$ cat config.mk
export PLATFORM = sky130hd
export DESIGN_NAME = ingress_stream_arbiter
export DESIGN_NICKNAME = d
export VERILOG_FILES = /design/src/rtl/ingress_stream_arbiter.sv
export SDC_FILE = /design/constraint.sdc
export NUM_CORES = 1
export LEC_CHECK = 0
export CAP_MARGIN = 0
export CORE_AREA = 2 2 570 572
export CTS_CLUSTER_SIZE = 30
export DETAILED_ROUTE_END_ITERATION = 8
export DIE_AREA = 0 0 572 574
export DONT_BUFFER_PORTS = 1
export GPL_TIMING_DRIVEN = 0
export HOLD_SLACK_MARGIN = 0.03
export PLACE_DENSITY_LB_ADDON = 0.08
export SYNTH_ARGS = -nofsm -noshare
export SYNTH_HDL_FRONTEND = slang
export SYNTH_SLANG_ARGS = --single-unit
export TNS_END_PERCENT = 30
$ cat constraint.sdc
create_clock -name clk -period 3.9 [get_ports clk]
set_clock_uncertainty 0.1 [all_clocks]
set_input_delay 0.39 -clock clk [delete_from_list [all_inputs] [get_ports clk]]
set_output_delay 0.39 -clock clk [all_outputs]
set_load 0.005 [all_outputs]
$ cat src/rtl/ingress_stream_arbiter.sv
// Packet-level round-robin arbiter feeding a single parser ingress from NUM_PORTS
// AXI-Stream sources, with per-packet length limiting and tail drain.
module ingress_stream_arbiter #(
  parameter int NUM_PORTS = 4,
  parameter int DATA_W    = 256,
  parameter int KEEP_W    = 32,
  parameter int MAX_BEATS = 64
) (
  input  logic                          clk,
  input  logic                          rst,
  input  logic [NUM_PORTS*DATA_W-1:0]   s_data,
  input  logic [NUM_PORTS*KEEP_W-1:0]   s_keep,
  input  logic [NUM_PORTS-1:0]          s_valid,
  input  logic [NUM_PORTS-1:0]          s_last,
  output logic [NUM_PORTS-1:0]          s_ready,
  output logic [DATA_W-1:0]             m_data,
  output logic [KEEP_W-1:0]             m_keep,
  output logic                          m_valid,
  output logic                          m_last,
  input  logic                          m_ready,
  output logic [$clog2(NUM_PORTS)-1:0]  grant_id,
  output logic                          busy,
  output logic [15:0]                   trunc_count
);

  localparam int ID_W  = $clog2(NUM_PORTS);
  localparam int CNT_W = $clog2(MAX_BEATS);
  localparam logic [CNT_W-1:0] LAST_BEAT = CNT_W'(MAX_BEATS - 1);
  localparam logic [ID_W-1:0]  PTR_INIT  = ID_W'(NUM_PORTS - 1);

  typedef enum logic [1:0] {IDLE, FORWARD, DRAIN} state_t;

  state_t              state, state_nxt;
  logic [ID_W-1:0]     rr_ptr;
  logic [ID_W-1:0]     pick;
  logic                found;
  logic [CNT_W-1:0]    beat_cnt;
  logic                at_max;
  logic [DATA_W-1:0]   g_data;
  logic [KEEP_W-1:0]   g_keep;
  logic                g_valid;
  logic                g_last;

  function automatic logic [15:0] sat_inc16(input logic [15:0] v);
    return (v == 16'hFFFF) ? v : v + 16'd1;
  endfunction

  assign g_data  = s_data[int'(grant_id) * DATA_W +: DATA_W];
  assign g_keep  = s_keep[int'(grant_id) * KEEP_W +: KEEP_W];
  assign g_valid = s_valid[grant_id];
  assign g_last  = s_last[grant_id];
  assign at_max  = (beat_cnt == LAST_BEAT);
  assign busy    = (state != IDLE);

  // Round-robin search starting one past the last port that completed a packet
  always_comb begin
    pick  = rr_ptr;
    found = 1'b0;
    for (int k = 1; k <= NUM_PORTS; k++) begin
      if (!found && s_valid[(int'(rr_ptr) + k) % NUM_PORTS]) begin
        pick  = ID_W'((int'(rr_ptr) + k) % NUM_PORTS);
        found = 1'b1;
      end
    end
  end

  always_comb begin
    state_nxt = state;
    s_ready   = '0;
    m_data    = '0;
    m_keep    = '0;
    m_valid   = 1'b0;
    m_last    = 1'b0;
    case (state)
      IDLE: begin
        if (|s_valid) state_nxt = FORWARD;
      end
      FORWARD: begin
        m_data            = g_data;
        m_keep            = g_keep;
        m_valid           = g_valid;
        m_last            = g_last || at_max;
        s_ready[grant_id] = m_ready;
        if (g_valid && m_ready) begin
          if (g_last)      state_nxt = IDLE;
          else if (at_max) state_nxt = DRAIN;
        end
      end
      DRAIN: begin
        s_ready[grant_id] = 1'b1;
        if (g_valid && g_last) state_nxt = IDLE;
      end
      default: state_nxt = IDLE;
    endcase
  end

  always_ff @(posedge clk) begin
    if (rst) begin
      state       <= IDLE;
      grant_id    <= '0;
      beat_cnt    <= '0;
      rr_ptr      <= PTR_INIT;
      trunc_count <= '0;
    end else begin
      state <= state_nxt;
      case (state)
        IDLE: begin
          if (|s_valid) begin
            grant_id <= pick;
            beat_cnt <= '0;
          end
        end
        FORWARD: begin
          if (g_valid && m_ready) begin
            if (!at_max) beat_cnt <= beat_cnt + 1'b1;
            // A packet ending exactly on the limit beat is complete, not truncated
            if (g_last)      rr_ptr      <= grant_id;
            else if (at_max) trunc_count <= sat_inc16(trunc_count);
          end
        end
        DRAIN: begin
          if (g_valid && g_last) rr_ptr <= grant_id;
        end
        default: ;
      endcase
    end
  end

endmodule

Word level (Yosys, flattened, before mapping) --
Cells that the tools add are included.
Cells by class: $add $sub $neg 6, multiply operators 0, divide/modulo/power cells 0, order comparisons 6, equality and inequality tests 10, shifts and indexed selects 2, multiplexer cells 44, bitwise operators 7, reductions and logical operators 24
Operators with widths (number):
- 1024-bit by 11-bit variable part select with 256-bit output | 1
- 256-bit two-way mux | 1
- 128-bit by 8-bit variable part select with 32-bit output | 1
- 32-bit two-way mux | 1
- 2-bit two-way mux | 12
- 6-bit two-way mux | 3
- 16-bit by 1-bit adder with 16-bit output (second input constant) | 1
- 16-bit equality test (second input constant) | 1
- 3-bit by 4-bit < comparator with 1-bit output (second input constant) | 4
- 1-bit two-way mux | 16
- 1-bit binary-select mux with 2-bit select | 6
- 6-bit case mux with 2 select lines | 1
- 4-bit AND reduction | 3
- 2-bit != test (second input constant) | 5
- 4-bit case mux with 2 select lines | 1
- 2-bit OR reduction | 4
- 6-bit by 1-bit adder with 6-bit output (second input constant) | 1
- 6-bit equality test (second input constant) | 1
- 1-bit logical AND | 6
- 2-bit case mux with 3 select lines | 1
- 2-bit nonzero test | 3
- 5-bit AND reduction | 1
- 2-bit by 1-bit adder with 2-bit output (second input constant) | 2
- 2-bit adder (second input constant) | 2
- 15 further kinds | 21
Word-level totals: flip-flop bits (word level) 28, bits in latches 0, RAM bits 0, memory bits (read-only) 0, bits of input ports 1163, output and inout port bits 313, logic and storage cells 104, memories kept 0

Longest topological paths before layout --
depth after elaboration 16, depth in mapped cells 10, mapped depth without buffers 7

Worst setup path before layout --
OpenSTA, ideal clock, no wires.
path kind register to output, start point register grant_id[0], end point output port m_data[180], arrival time 1811 ps, required time 3410 ps, setup slack 1599 ps, stages on the path, launching flop included 6, path buffers 3, cells stage by stage dfxtp_1 buf_6 clkbuf_1 buf_2 mux4_2 and2_1
Between the ends: longest elaborated chain between the ends 2
RTL lines:
- from (decl) | line 21 | output logic [$clog2(NUM_PORTS)-1:0] grant_id,
- from (signal assigned) | line 109 | grant_id <= pick;
- 1024-bit by 11-bit variable part select with 256-bit output | line 48 | assign g_data = s_data[int'(grant_id) * DATA_W +: DATA_W];
- 256-bit two-way mux | line 74 | case (state)
- to (decl) | line 16 | output logic [DATA_W-1:0] m_data,
Every way passes these cells.

Worst setup path after layout --
start point register grant_id[0], end point output port m_keep[26]
Between the ends: longest elaborated chain between the ends 2
RTL lines:
- 128-bit by 8-bit variable part select with 32-bit output | line 49 | assign g_keep = s_keep[int'(grant_id) * KEEP_W +: KEEP_W];
- 32-bit two-way mux | line 74
- to (decl) | line 17 | output logic [KEEP_W-1:0] m_keep,
Every way passes these cells.

==> results_dict.tcl <==
set metrics [dict create \
    outcome "finished, final reports clean" \
    grt_max_degree 17 \
    ant_nets 0 \
    coreArea_um2 323000 \
    hp-start "s_valid[2]" \
    clk_pin_slew_ns 0.09 \
    grt_pass1_vias 11051 \
    syn_area_per_cell_um2 11.9 \
    tightest_slew_ns 1.16 \
    rr_worst_depth 8 \
    period_share 0.968 \
    start_kind "flip-flop" \
    numCtsBuffers 3 \
    rr_startpoint "grant_id[1]$_SDFFE_PP0P_" \
    yosysWarnings 0 \
    timing.slew.headroom 0.223 \
    synth_top_area_share 0.633 \
    min_path_cells 3 \
    crit_type "flip-flop to output port" \
    track_usage 0.111 \
    hp-class "primary input to flip-flop" \
    hold_viol 0 \
    rr_endpoint "trunc_count[1]$_SDFFE_PP0P_" \
    cp-end-kind "output port" \
    ys_seq_area_frac 0.0543 \
    synth_area_um2 10300 \
    die-area_um2 328000 \
    fmaxAchievable_ghz 0.265 \
    vias 12090 \
    leakage_nw 3.33 \
    peakVddDrop_v 0.000153 \
    drt_wl_total_um 193000 \
    drv_cap 0 \
    arrival_ns 3.29 \
    drv_slew 0 \
    r2r_setup_slack_ns 0.79 \
    syn_inst 867 \
    holdPathEnd "grant_id[0]$_SDFFE_PP0P_" \
    portBuffers 0 \
    yosys.area.top_type "mux4_2" \
    dr.pass1.iters 5 \
    yosysUniqueCellTypes 42 \
    viasPerCell 2.24 \
    synthTopCellsByCount "and2_1 (294), mux4_2 (290), clkbuf_1 (59)" \
    min_period_ns 3.78 \
    stdcell_count 5394 \
    drc 0 \
    cts_tree "built" \
    syn2layout_area_growth_pct 59.4 \
    setup_viol 0 \
    clk_path_buf_depth 2 \
    hpwl_um 182000 \
    power_density_nw_per_um2 355 \
    detail_route.wl_per_cell_um 35.7 \
    htree_levels 1 \
    synth_seq_cells 28 \
    grt_pass1_wl_um 216000 \
    nFillCells 38211 \
    pin_count 1476 \
    dp.cells 5195 \
    start_util 0.0320 \
    crit_fanout 10 \
    fin_tns_setup_ns 0 \
    die_y_um 574 \
    dieWidth_um 572 \
    syn-num-nets 2035 \
    synth_edf_count 0 \
    yosysMostFrequentCell "and2_1" \
    fp-row-count 209 \
    ctsResizeCount 27 \
    clkLatencyLatePin_ns 0.28 \
    final_layout_size_suffix_gt1_frac 0.408 \
    drt-initial-drc-count 1060 \
    antenna_found_initial 381 \
    place_congestion 1.06 \
    synthArstFlopShare 0 \
    postCtsSetupRepairBufs 0 \
    overflow 0 \
    yosys-top-cells-area "mux4_2 (63%), and2_1 (18%), dfxtp_1 (5.4%)" \
    cts_root_buf "clkbuf_16" \
    synth-main-ff-cell "dfxtp_1" \
    rsz0062_at_grt "no" \
    hold_buffers 0 \
    nNetsFinal 2043 \
    crit_required_ns 3.41 \
    cts.sinks 28 \
]
==> worst max-delay path by stage <==
stage                             start     endpoint  slack, ns  cells past startpoint
3_5_place_dp   grant_id[1]$_SDFFE_PP0P_  m_data[251]      -0.92                      5
3_3_place_gp   grant_id[1]$_SDFFE_PP0P_  m_data[176]      -1.57                      5
5_1_grt           state[1]$_SDFFE_PP0P_  m_data[168]       0.02                      6
2_1_floorplan  grant_id[0]$_SDFFE_PP0P_  m_data[180]       1.60                      5
6_report       grant_id[0]$_SDFFE_PP0P_   m_keep[26]       0.12                      5
4_1_cts        grant_id[1]$_SDFFE_PP0P_  m_data[195]       0.01                      5
==> stage by stage <==
| stage | setup slack (ns) | power [mW] | hold WS, ns | util | area, um2 |
|---|---|---|---|---|---|
| after floorplan | 1.60 | 3.38 | 0.377 | - | 10300 |
| after global placement | -1.57 | 5.63 | 0.430 | 0.0488 | 15700 |
| after detailed placement | -0.916 | 5.65 | 0.428 | 0.0490 | 15800 |
| after CTS | 0.0145 | 6.01 | 0.334 | 0.0495 | 16000 |
| after global routing | 0.0180 | 6.19 | 0.356 | 0.0503 | 16200 |
| final | 0.125 | 5.85 | 0.336 | 0.0510 | 16500 |
==> sequential cells by signal, summed over array words and instances, names as in the netlist <==
name	flops
trunc_count	16
beat_cnt	6
grant_id	2
rr_ptr	2
state	2
==> metal layers <==
layer,vias to the layer above,wire length (um),GRT usage
met1,5804,67500,0.116
met2,1754,88100,0.182
met4,124,9790,0.0432
met5,-,854,0
met3,629,26600,0.0631
li1,3779,-,-
==> power by group <==
group	internal, mW	leakage [nW]	switching, mW	total, mW
registers	0.302	0.227	0.0328	0.335
logic	2.02	3.06	3.16	5.18
clock network	0.206	0.0523	0.130	0.336
==> final cells by class <==
| cell class | instances | area, um2 | share of cell area |
|---|---|---|---|
| inverters | 9 | 33.8 | 0.00205 |
| clock buffers | 3 | 75.1 | 0.00456 |
| well taps | 4325 | 5410 | 0.329 |
| multi-input cells | 725 | 9280 | 0.564 |
| plain buffers | 105 | 505 | 0.0307 |
| diodes | 195 | 488 | 0.0297 |
| repair buffers | 3 | 67.6 | 0.00411 |
| clock inverters | 1 | 30.0 | 0.00182 |
| flip-flops and latches | 28 | 562 | 0.0341 |
==> kinds of logic (layout without fill, tap and decap cells) <==
group                      Yosys count  count (layout)  share of synthesized area
adders and majority gates            5               5                    0.00606
xor gates and xnor gates             6               6                    0.00509
and+or+nand+nor                    368             368                      0.217
DFF                                 28              28                     0.0543
buffers and inverters              114             121                     0.0465
muxes                              295             295                      0.638
AOI/OAI and AO/OA                   51              51                     0.0336
other                                0             195                          0
==> worst max-delay path: stages (launching register included) <==
cell,delay (ns)
dfxtp_2,0.56
buf_6,0.34
clkbuf_2,0.43
buf_4,0.40
mux4_2,0.74
and2_1,0.45
==> cell usage in the layout, fill, tap and decap left out, drive strengths merged, types with 2 or more instances in the layout <==
cell type | Yosys | layout
o31ai | 6 | 6
or3 | 7 | 7
a21oi | 18 | 18
or4 | 7 | 7
mux2i | 4 | 4
and3 | 4 | 4
xor2 | 2 | 2
dfxtp | 28 | 28
and4 | 4 | 4
mux4 | 290 | 290
nand4 | 2 | 2
inv | 9 | 9
nand3 | 10 | 10
nor2 | 17 | 17
a211oi | 8 | 8
nor3b | 2 | 2
nor3 | 3 | 3
o2111ai | 3 | 3
clkbuf | 59 | 62
buf | 46 | 48
nand2 | 13 | 13
o21ai | 7 | 7
diode | 0 | 195
nor4 | 2 | 2
and2 | 294 | 294
a221o | 2 | 2
xnor2 | 4 | 4
ha | 5 | 5
Power figures use the tool's default switching activity.
